--- config.mk ---
export PLATFORM = sky130hd
export DESIGN_NAME = mul_div_unit
export DESIGN_NICKNAME = d
export VERILOG_FILES = /design/src/rtl/mul_div_unit.sv
export SDC_FILE = /design/constraint.sdc
export NUM_CORES = 1
export LEC_CHECK = 0
export BUFFER_PORTS_ARGS = -buffer_cell sky130_fd_sc_hd__buf_2
export CAP_MARGIN = 40
export CELL_PAD_IN_SITES_DETAIL_PLACEMENT = 0
export CELL_PAD_IN_SITES_GLOBAL_PLACEMENT = 1
export CORE_UTILIZATION = 28
export CTS_CLUSTER_SIZE = 40
export DETAILED_ROUTE_END_ITERATION = 6
export PLACE_DENSITY = 0.66
export SYNTH_ARGS = -nofsm -noshare
export SYNTH_HDL_FRONTEND = slang
export SYNTH_SLANG_ARGS = --single-unit
--- constraint.sdc ---
create_clock -name clock -period 5.3 [get_ports clock]
set_input_delay 0.53 -clock clock [delete_from_list [all_inputs] [get_ports clock]]
set_output_delay 0.53 -clock clock [all_outputs]
set_load 0.005 [all_outputs]
--- src/rtl/mul_div_unit.sv ---
// Sequential signed multiply/divide unit feeding the HI, LO and Z registers.
// Multiply uses radix-2 Booth on {acc, Q, q-1}. Divide runs restoring division
// on operand magnitudes and then fixes up the signs in a single extra cycle.
// Results land on zhi/zlo only on the cycle done is high, and are held afterwards.
module mul_div_unit #(
    parameter int DATA_WIDTH = 32
) (
    input  logic                  clock,
    input  logic                  clear,
    input  logic                  start,
    input  logic                  op_div,
    input  logic [DATA_WIDTH-1:0] operand_a,
    input  logic [DATA_WIDTH-1:0] operand_b,
    output logic                  busy,
    output logic                  done,
    output logic                  div_by_zero,
    output logic [DATA_WIDTH-1:0] zhi,
    output logic [DATA_WIDTH-1:0] zlo
);
    localparam int DW = DATA_WIDTH;
    localparam int CW = $clog2(DW);

    typedef enum logic [2:0] {S_IDLE, S_MUL, S_DIV, S_FIX, S_DONE} state_t;

    state_t state_reg, state_next;

    logic [CW-1:0] count_reg;
    // hi_reg is one bit wider than an operand so that Booth's acc +/- m cannot
    // overflow when m is the most negative value; in divide it holds the
    // partial remainder, which can reach twice the divisor magnitude.
    logic [DW:0]   hi_reg;
    logic [DW-1:0] lo_reg;
    logic          q1_reg;
    logic [DW:0]   m_reg;
    logic          neg_q_reg;
    logic          neg_r_reg;

    logic accept;
    logic b_zero;
    logic last_iter;

    logic [DW:0]   booth_sum;
    logic [DW:0]   booth_hi_next;
    logic [DW-1:0] booth_lo_next;
    logic [DW:0]   rem_shift;
    logic [DW:0]   rem_diff;
    logic [DW:0]   div_hi_next;
    logic [DW-1:0] div_lo_next;

    function automatic logic [DW-1:0] magnitude(input logic [DW-1:0] v);
        return v[DW-1] ? (~v + 1'b1) : v;
    endfunction

    // busy is low in DONE, so a request there is taken back-to-back.
    assign accept    = start && ((state_reg == S_IDLE) || (state_reg == S_DONE));
    assign b_zero    = (operand_b == '0);
    assign last_iter = (count_reg == CW'(DW - 1));
    assign busy      = (state_reg == S_MUL) || (state_reg == S_DIV) || (state_reg == S_FIX);
    assign done      = (state_reg == S_DONE);

    // One Booth step: add/subtract m from acc, then arithmetic shift {acc, Q, q-1}.
    always_comb begin
        booth_sum = hi_reg;
        case ({lo_reg[0], q1_reg})
            2'b01:   booth_sum = hi_reg + m_reg;
            2'b10:   booth_sum = hi_reg - m_reg;
            default: booth_sum = hi_reg;
        endcase
        booth_hi_next = {booth_sum[DW], booth_sum[DW:1]};
        booth_lo_next = {booth_sum[0], lo_reg[DW-1:1]};
    end

    // One restoring-division step: shift in the next dividend bit, trial subtract.
    always_comb begin
        rem_shift = {hi_reg[DW-1:0], lo_reg[DW-1]};
        rem_diff  = rem_shift - m_reg;
        if (rem_diff[DW]) begin
            div_hi_next = rem_shift;
            div_lo_next = {lo_reg[DW-2:0], 1'b0};
        end else begin
            div_hi_next = rem_diff;
            div_lo_next = {lo_reg[DW-2:0], 1'b1};
        end
    end

    // State register.
    always_ff @(posedge clock) begin
        if (clear) state_reg <= S_IDLE;
        else       state_reg <= state_next;
    end

    // Next-state logic.
    always_comb begin
        state_next = state_reg;
        case (state_reg)
            S_IDLE, S_DONE: begin
                state_next = S_IDLE;
                if (start) begin
                    if (!op_div)     state_next = S_MUL;
                    else if (b_zero) state_next = S_DONE;
                    else             state_next = S_DIV;
                end
            end
            S_MUL:   if (last_iter) state_next = S_DONE;
            S_DIV:   if (last_iter) state_next = S_FIX;
            S_FIX:   state_next = S_DONE;
            default: state_next = S_IDLE;
        endcase
    end

    // Datapath: operand latch, iteration, and result registers.
    always_ff @(posedge clock) begin
        if (clear) begin
            count_reg   <= '0;
            hi_reg      <= '0;
            lo_reg      <= '0;
            q1_reg      <= 1'b0;
            m_reg       <= '0;
            neg_q_reg   <= 1'b0;
            neg_r_reg   <= 1'b0;
            div_by_zero <= 1'b0;
            zhi         <= '0;
            zlo         <= '0;
        end else if (accept) begin
            count_reg   <= '0;
            hi_reg      <= '0;
            q1_reg      <= 1'b0;
            div_by_zero <= op_div && b_zero;
            if (!op_div) begin
                lo_reg <= operand_b;
                m_reg  <= {operand_a[DW-1], operand_a};
            end else if (b_zero) begin
                zhi <= operand_a;
                zlo <= '1;
            end else begin
                lo_reg    <= magnitude(operand_a);
                m_reg     <= {1'b0, magnitude(operand_b)};
                neg_q_reg <= operand_a[DW-1] ^ operand_b[DW-1];
                neg_r_reg <= operand_a[DW-1];
            end
        end else begin
            case (state_reg)
                S_MUL: begin
                    hi_reg    <= booth_hi_next;
                    lo_reg    <= booth_lo_next;
                    q1_reg    <= lo_reg[0];
                    count_reg <= count_reg + CW'(1);
                    if (last_iter) begin
                        zhi <= booth_hi_next[DW-1:0];
                        zlo <= booth_lo_next;
                    end
                end
                S_DIV: begin
                    hi_reg    <= div_hi_next;
                    lo_reg    <= div_lo_next;
                    count_reg <= count_reg + CW'(1);
                end
                S_FIX: begin
                    zlo <= neg_q_reg ? (~lo_reg + 1'b1) : lo_reg;
                    zhi <= neg_r_reg ? (~hi_reg[DW-1:0] + 1'b1) : hi_reg[DW-1:0];
                end
                default: ;
            endcase
        end
    end
endmodule

==> results of run 1 <==
[per-stage QoR]
step	power [mW]	utilization	setup slack [ns]	instances	cell area, um^2
after global routing	5.83	0.322	0.266	3019	17800
after global placement	4.09	0.310	0.432	2985	17200
after CTS	5.48	0.321	0.276	3018	17800
final	5.50	0.322	0.589	3019	17800
after floorplan	3.34	-	1.19	2229	15800
after detailed placement	4.10	0.310	0.295	2986	17200
[per-layer routing]
metal / share of wire / wire [um] / global-route usage / vias to the layer above
li1: - / - / - / 8204
met1: 0.47 / 31300 / 0.324 / 8225
met2: 0.45 / 29800 / 0.359 / 545
met3: 0.055 / 3630 / 0.0301 / 83
met4: 0.021 / 1390 / 0.0567 / 0
met5: 0 / 0 / 0 / -
[cells by family after synthesis]
logic type               count (synthesis)  share of synthesized area
AO/OA/AOI/OAI                          757                      0.313
XOR/XNOR                               204                      0.113
adder cells (fa/ha/maj)                 74                     0.0595
buffers and inverters                  233                     0.0563
flip-flops                             174                      0.220
multiplexers                            23                     0.0147
AND/OR/NAND/NOR                        764                      0.223
[worst max-delay path, stage by stage (launching register included)]
cell       delay (ns)
dfxtp_1          0.38
or4_1            0.57
nor4_1           0.59
and2_1           0.36
a31oi_1          0.14
xnor2_1          0.14
ha_1             0.40
a21o_1           0.27
a21o_1           0.20
a21oi_1          0.26
o21ai_0          0.12
nand2_1          0.07
o21ai_0          0.16
or3_1            0.37
a2111oi_0        0.44
nor3_1           0.09
[cells in the mapped netlist, types with 6 or more instances]
master       n  area, um^2
o21a_1       7        52.6
xnor2_1     96         841
mux2i_1     21         210
nor2_1     248         931
o22ai_1     18         113
nand3_1     39         195
o31ai_1     41         308
a2111oi_0   13         114
xor2_1     108         946
nand4_1     15        93.8
a31oi_1     32         200
a21boi_0     6        45.0
dfxtp_1    174        3480
or4_1       17         128
nor4_1      24         150
or2_2       12        75.1
a41oi_1      8        70.1
o211ai_1    36         270
a221oi_1    18         158
nand2b_1    21         131
ha_1        72         901
a211oi_1    87         653
a21oi_1    219        1100
o21ai_0    139         696
nor2b_1     14        87.6
o221ai_1    12         105
buf_1        7        26.3
and3_1      20         125
inv_1       56         210
or3_1       20         125
a21o_1      29         218
o41ai_1     25         219
o221a_2     17         191
and2_1      15        93.8
nand2_1    251         942
a211o_1      8        70.1
clkbuf_1   162         608
nor3_1      45         225
[worst paths after layout]
| check | startpoint | end | slack, ns | depth (start not counted) |
|---|---|---|---|---|
| hold reg to reg | count_reg[4] | count_reg[4] | 0.46 | 2 |
| setup reg to reg | m_reg[13] | zhi[28] | 0.59 | 15 |
| setup / recovery | m_reg[13] | zhi[28] | 0.59 | 15 |
| hold / removal | operand_a[6] | zhi[6] | 0.42 | 3 |
[layout make-up]
cell class	instances	share of cell area
clock buffer	23	0.0268
inverter	57	0.0120
clock inverter	9	0.00751
sequential	174	0.195
timing repair buffer	186	0.0613
multi-input combinational	1822	0.645
tap	748	0.0525
[cell usage in the layout (no fill, tap or decap), drive strengths merged, types with 41 or more instances in the layout]
cell    instances
a211oi         87
a21oi         219
buf           184
dfxtp         174
ha             72
inv            56
nand2         251
nor2          248
nor3           47
o21ai         141
o31ai          41
xnor2          96
xor2          108
[power groups by stage]
stage	Clock, mW	Combinational [mW]	Sequential, mW
floorplan	0	1.85	1.49
global placement	0	2.50	1.59
detailed placement	0	2.50	1.60
CTS	1.40	2.52	1.57
global route	1.45	2.79	1.59
finish	1.38	2.55	1.57
==> impl_metrics.yaml, run 1 <==
floorplan:
  start_util: 0.285
  die_x_um: 240
  fp-row-count: 86
  core_area_um2: 55400
  dieArea_um2: 57400
  die_h_um: 240
  io_pins: 135
power:
  leakage_nw: 6.85
  clock_power_share: 0.252
  internal_power_mw: 3.13
  combPwrFrac: 0.463
  seqPwrFrac: 0.285
  sw_frac_of_total: 0.431
  ir_drop_mv: 0.260
  switchingPower_mw: 2.37
  power_density_nw_per_um2: 308
clocking:
  path_clk_slew_ns: 0.08
  root_buffer: "clkbuf_16"
  cts.sinks: 174
  ctsHoldBuffers: 0
  insertion_delay_ns: 0.47
  post_cts_resized: 0
  numCtsBuffers: 17
  h-tree-depth: 4
  post-cts-setup-buffers: 0
  cts_tree: "done"
  clockBufferDepth: 2
sta:
  fmax_mhz: 212
  period_needed_ns: 4.71
  holdWs_ns: 0.416
  slew_viol_final: 0
  worstMarginPinSlew_ns: 0.982
  rsz0062_at_grt: "no"
  setup-violations-final: 0
  fin_crit_sh: 0.889
  slew_headroom: 0.343
  clock_skew_ns: 0.0124
  finalHoldViolCount: 0
  tns_ns: 0
routing:
  drt_iter0_markers: 1594
  via_count: 17100
  wl_um: 66100
  ant_nets: 0
  remaining_drc_errors: 0
  drtPass1Iterations: 5
  via_per_inst: 5.65
  wl_per_cell_um: 21.9
finish:
  multi_input_area_um2: 11500
  fin_nets: 2400
  antenna_cells: 0
  nFillCells: 6055
  drive_above_1_share: 0.122
  syn_to_final_growth_pct: 12.8
  seq_area_um2: 3480
placed_design:
  gp_congestion: 0.947
  portBuffers: 134
  dp_hpwl_um: 50200
critical_path:
  start_kind: "flip-flop"
  crit_type: "reg2reg"
  critPathCaptureType: "flip-flop"
  critPathArrivalTime_ns: 5.04
  critPathRequiredTime_ns: 5.63
  critPathMaxFanout: 6
yosys:
  synth_ff_type: "dfxtp_1"
  synth.avg_cell_area_um2: 7.09
  ys_ff_latch: 174
  yosysWarnings: 0
  synthArstFlopShare: 0
  synthDistinctLibCells: 74
  synth-edff-count: 0
  synth_nets: 2371
  yosysSeqAreaShare: 0.220
  synthCells: 2229
  synth_area_um2: 15800
min_path:
  hold_path_class: "in2reg"
flow_run:
  maxCapViolations: 0
global_routing:
  grt_start_max_net_pins: 69
  grt.overflow.total: 0
  grt.total_usage: 0.228
  grt_pass1_vias: 15900
  grt_pass1_wl_um: 99700
  antenna_found_initial: 1
run_status:
  outcome: "complete, no violations"
(Power assumes the default switching activity.)
==> run 2, diff against run 1 <==
PLACE_DENSITY = 0.56   (was 0.66)
==> impl_metrics.yaml, run 2 (synthesized netlist as in run 1, its figures left out) <==
sta:
  worstMarginPinSlew_ns: 0.865
  setup-violations-final: 0
  slew_viol_final: 0
  clock_skew_ns: 0.0120
  finalHoldViolCount: 0
  period_needed_ns: 4.91
  tns_ns: 0
  slew_headroom: 0.423
  fin_crit_sh: 0.927
  finalWorstSetupSlack_ns: 0.388
  rsz0062_at_grt: "no"
  fmax_mhz: 204
run_status:
  outcome: "complete, no violations"
global_routing:
  grt_pass1_vias: 15800
  grt.overflow.total: 0
  antenna_found_initial: 4
  grt.total_usage: 0.231
  grt_start_max_net_pins: 82
  grt_pass1_wl_um: 100000
critical_path:
  critPathCaptureType: "flip-flop"
  start_kind: "flip-flop"
  critPathRequiredTime_ns: 5.63
  crit_type: "reg2reg"
  critPathArrivalTime_ns: 5.24
  critPathMaxFanout: 5
finish:
  fin_cells: 3011
  final_cell_mix: "nand2_1, nor2_1, a21oi_1"
  fin_nets: 2392
  antenna_cells: 0
  nFillCells: 6060
  seq_area_um2: 3480
  syn_to_final_growth_pct: 12.7
  mostFrequentLayoutCell: "nand2_1"
  multi_input_area_um2: 11500
  drive_above_1_share: 0.122
routing:
  drtPass1Iterations: 5
  via_count: 16900
  remaining_drc_errors: 0
  drt_iter0_markers: 1335
  wl_um: 67000
  wl_per_cell_um: 22.2
  ant_nets: 0
  via_per_inst: 5.61
flow_run:
  maxCapViolations: 0
clocking:
  cts_tree: "done"
  numCtsBuffers: 17
  path_clk_slew_ns: 0.08
  clockBufferDepth: 2
  h-tree-depth: 4
  insertion_delay_ns: 0.48
  root_buffer: "clkbuf_16"
  cts.sinks: 174
  post-cts-setup-buffers: 0
power:
  power_density_nw_per_um2: 311
  leakage_nw: 6.85
  ir_drop_mv: 0.262
  finalPower_mw: 5.54
floorplan:
  start_util: 0.285
  io_pins: 135
  die_h_um: 240
  core_area_um2: 55400
  die_x_um: 240
  fp-row-count: 86
  dieArea_um2: 57400
placed_design:
  dp_cells: 2979
  dp_hpwl_um: 50800
  gp_congestion: 0.898
  dpl_worst_slack_ns: 0.278
  portBuffers: 134
min_path:
  hold_path_class: "in2reg"
## run 2: cell types whose count changed in the layout (fill, tap and decap cells not counted), sizes merged, moves of 2 or more
cell	change
clkbuf	-3
clkinvlp	-2
buf	-6
inv	+2
## run 2: stage by stage
stage               utilization  area (um^2)  hold WS, ns
floorplan                     -        15800        0.436
global placement          0.309        17100        0.442
detailed placement        0.309        17100        0.449
CTS                       0.321        17800        0.366
global route              0.321        17800        0.397
finish                    0.321        17800        0.391
## run 2: critical path: stages (launching register included)
cell and delay, ns:
dfxtp_1 0.35, or3_1 0.52, nor4_2 0.38, a41oi_1 0.21, xnor2_1 0.17, ha_1 0.37, nand2_1 0.12, a2111oi_0 0.46
o41ai_2 0.25, o211ai_1 0.48, a31oi_1 0.31, o21ai_0 0.53, o21ai_0 0.14, a2111oi_0 0.40, nor3_1 0.09
## run 2: layout make-up
class / instances / share of cell area
Clock buffer: 21 / 0.0264
Clock inverter: 11 / 0.0100
Inverter: 57 / 0.0120
Multi-Input combinational cell: 1822 / 0.646
Sequential cell: 174 / 0.196
Tap cell: 748 / 0.0525
Timing Repair Buffer: 178 / 0.0577
## run 2: final timing paths
path / start / end / slack [ns] / cells past startpoint
setup / recovery: m_reg[2] / zhi[28] / 0.39 / 14
hold reg to reg: q1_reg / q1_reg / 0.46 / 2
setup reg to reg: m_reg[2] / zhi[28] / 0.39 / 14
hold / removal: operand_a[6] / zhi[6] / 0.39 / 3
## run 2: routing by layer
metal,up-vias,wire length [um],global-route usage
li1,8191,-,-
met4,6,1180,0.0536
met5,-,34,0
met1,8158,32200,0.324
met3,64,3160,0.0324
met2,472,30400,0.370
## run 2: what timing repair did
item,4_1_cts,5_1_grt
gates resized for setup,0,4
endpoints found under the setup margin,0,8
hold buffers,0,0
## run 2: report_power, final
| group | total (mW) | switching, mW | internal, mW |
|---|---|---|---|
| registers | 1.57 | 0.172 | 1.39 |
| logic | 2.53 | 1.58 | 0.944 |
| clock network | 1.45 | 0.617 | 0.832 |
==> run 3, diff against run 2 <==
CORE_UTILIZATION = 45   (was 28)
PLACE_DENSITY = 0.83   (was 0.56)
==> impl_metrics.yaml, run 3 (synthesized netlist as in run 1, its figures left out) <==
clocking:
  clockBufferDepth: 2
  cts_tree: "done"
  numCtsBuffers: 17
  cts.sinks: 174
  root_buffer: "clkbuf_16"
  insertion_delay_ns: 0.46
  h-tree-depth: 4
  post_cts_resized: 0
  post-cts-setup-buffers: 0
  ctsHoldBuffers: 0
  path_clk_slew_ns: 0.08
critical_path:
  critPathCaptureType: "flip-flop"
  critPathBufInv: 0
  crit_type: "reg2reg"
  crit_chain: "or3_1 -> nor4_2 -> a41oi_1 -> xnor2_1 -> ha_1 -> a21oi_1 -> a21boi_0 -> a2111oi_1 -> a21oi_1 -> a221oi_1 -> o21ai_0 -> xor2_1 -> a21boi_0 -> a21oi_1"
  cp_slowest_cell: "a221oi_1"
  path_delay_family: "compound AO/OA/AOI/OAI gates"
  max_stage_delay_ns: 0.57
  critPathRequiredTime_ns: 5.61
  r2r_cells: 14
  start_kind: "flip-flop"
  path_common_cell: "a21oi_1"
  critPathArrivalTime_ns: 5.20
  cp.depth: 14
  critPathMaxFanout: 5
routing:
  ant_nets: 0
  wl_per_cell_um: 21.7
  wl_um: 58800
  via_per_inst: 6.33
  remaining_drc_errors: 0
  drtPass1Iterations: 6
  via_count: 17200
  drt_iter0_markers: 1714
floorplan:
  dieArea_um2: 35900
  io_pins: 135
  start_util: 0.458
  die_x_um: 189
  fp-row-count: 68
  die_h_um: 189
  core_area_um2: 34500
sta:
  period_needed_ns: 4.89
  fin_crit_sh: 0.923
  clock_skew_ns: 0.0141
  setup-violations-final: 0
  fmax_mhz: 204
  rsz0062_at_grt: "no"
  holdWs_ns: 0.403
  slew_viol_final: 0
  tns_ns: 0
  finalWorstSetupSlack_ns: 0.409
  worstMarginPinSlew_ns: 0.950
  slew_headroom: 0.358
  finalHoldViolCount: 0
finish:
  drive_above_1_share: 0.119
  multi_input_area_um2: 11500
  fin_util: 0.502
  nFillCells: 3567
  final_cell_mix: "nand2_1, nor2_1, a21oi_1"
  fin_cells: 2717
  syn_to_final_growth_pct: 9.68
  seq_area_um2: 3480
  stdcell_area_um2: 17300
  fin_nets: 2390
  mostFrequentLayoutCell: "nand2_1"
power:
  power_density_nw_per_um2: 308
  combPwrFrac: 0.467
  sw_frac_of_total: 0.445
  leakage_nw: 6.79
  internal_power_mw: 2.97
  finalPower_mw: 5.34
  seqPwrFrac: 0.293
  switchingPower_mw: 2.37
  ir_drop_mv: 0.275
  clock_power_share: 0.239
global_routing:
  grt.total_usage: 0.323
  antenna_found_initial: 3
  grt_start_max_net_pins: 74
  grt.overflow.total: 0
  grt_pass1_wl_um: 90600
  grt_pass1_vias: 15500
placed_design:
  portBuffers: 134
  dp_hpwl_um: 44600
  gp_congestion: 0.956
  dpl_worst_slack_ns: 0.230
  placed_area_um2: 16700
  dp_cells: 2683
min_path:
  worstHoldPathCells: 3
  hold_path_class: "in2reg"
run_status:
  outcome: "complete, no violations"
flow_run:
  maxCapViolations: 0
run 3: changes by cell type in the layout (fill, tap and decap cells not counted), sizes merged:
| cell | change |
|---|---|
| buf | -3 |
| bufinv | -4 |
| clkbuf | -3 |
| clkinv | +2 |
| diode | +1 |
| inv | +6 |
run 3: final timing paths:
check | end | slack, ns | start
worst min-delay path | zhi[11] | 0.40 | operand_a[11]
worst min register to register | q1_reg | 0.46 | q1_reg
worst max-delay path | zhi[26] | 0.41 | m_reg[2]
worst max register to register | zhi[26] | 0.41 | m_reg[2]
run 3: final cells by class:
class                           instances  area share
Clock inverter                         15     0.00866
Clock buffer                           17      0.0245
Inverter                               57      0.0123
Multi-Input combinational cell       1822       0.663
Antenna cell                            1    0.000144
Sequential cell                       174       0.201
Timing Repair Buffer                  176      0.0579
Tap cell                              455      0.0328
run 3: routing by layer:
| metal | global-route usage | routed length, um |
|---|---|---|
| met1 | 0.442 | 25900 |
| met2 | 0.511 | 26600 |
| met3 | 0.0491 | 4360 |
| met4 | 0.117 | 2030 |
| met5 | 0 | 24 |
run 3: worst reg2reg max path: stages (launching register included):
cell,delay [ns]
dfxtp_1,0.34
or3_1,0.51
nor4_2,0.38
a41oi_1,0.20
xnor2_1,0.16
ha_1,0.35
a21oi_1,0.28
a21boi_0,0.22
a2111oi_1,0.55
a21oi_1,0.23
a221oi_1,0.57
o21ai_0,0.38
xor2_1,0.25
a21boi_0,0.24
a21oi_1,0.10
run 3: power by group through the flow:
stage	registers [mW]	clock network, mW	logic (mW)
floorplan	1.49	0	1.85
global placement	1.59	0	2.41
detailed placement	1.59	0	2.44
global route	1.58	1.34	2.73
CTS	1.56	1.29	2.45
finish	1.57	1.28	2.50
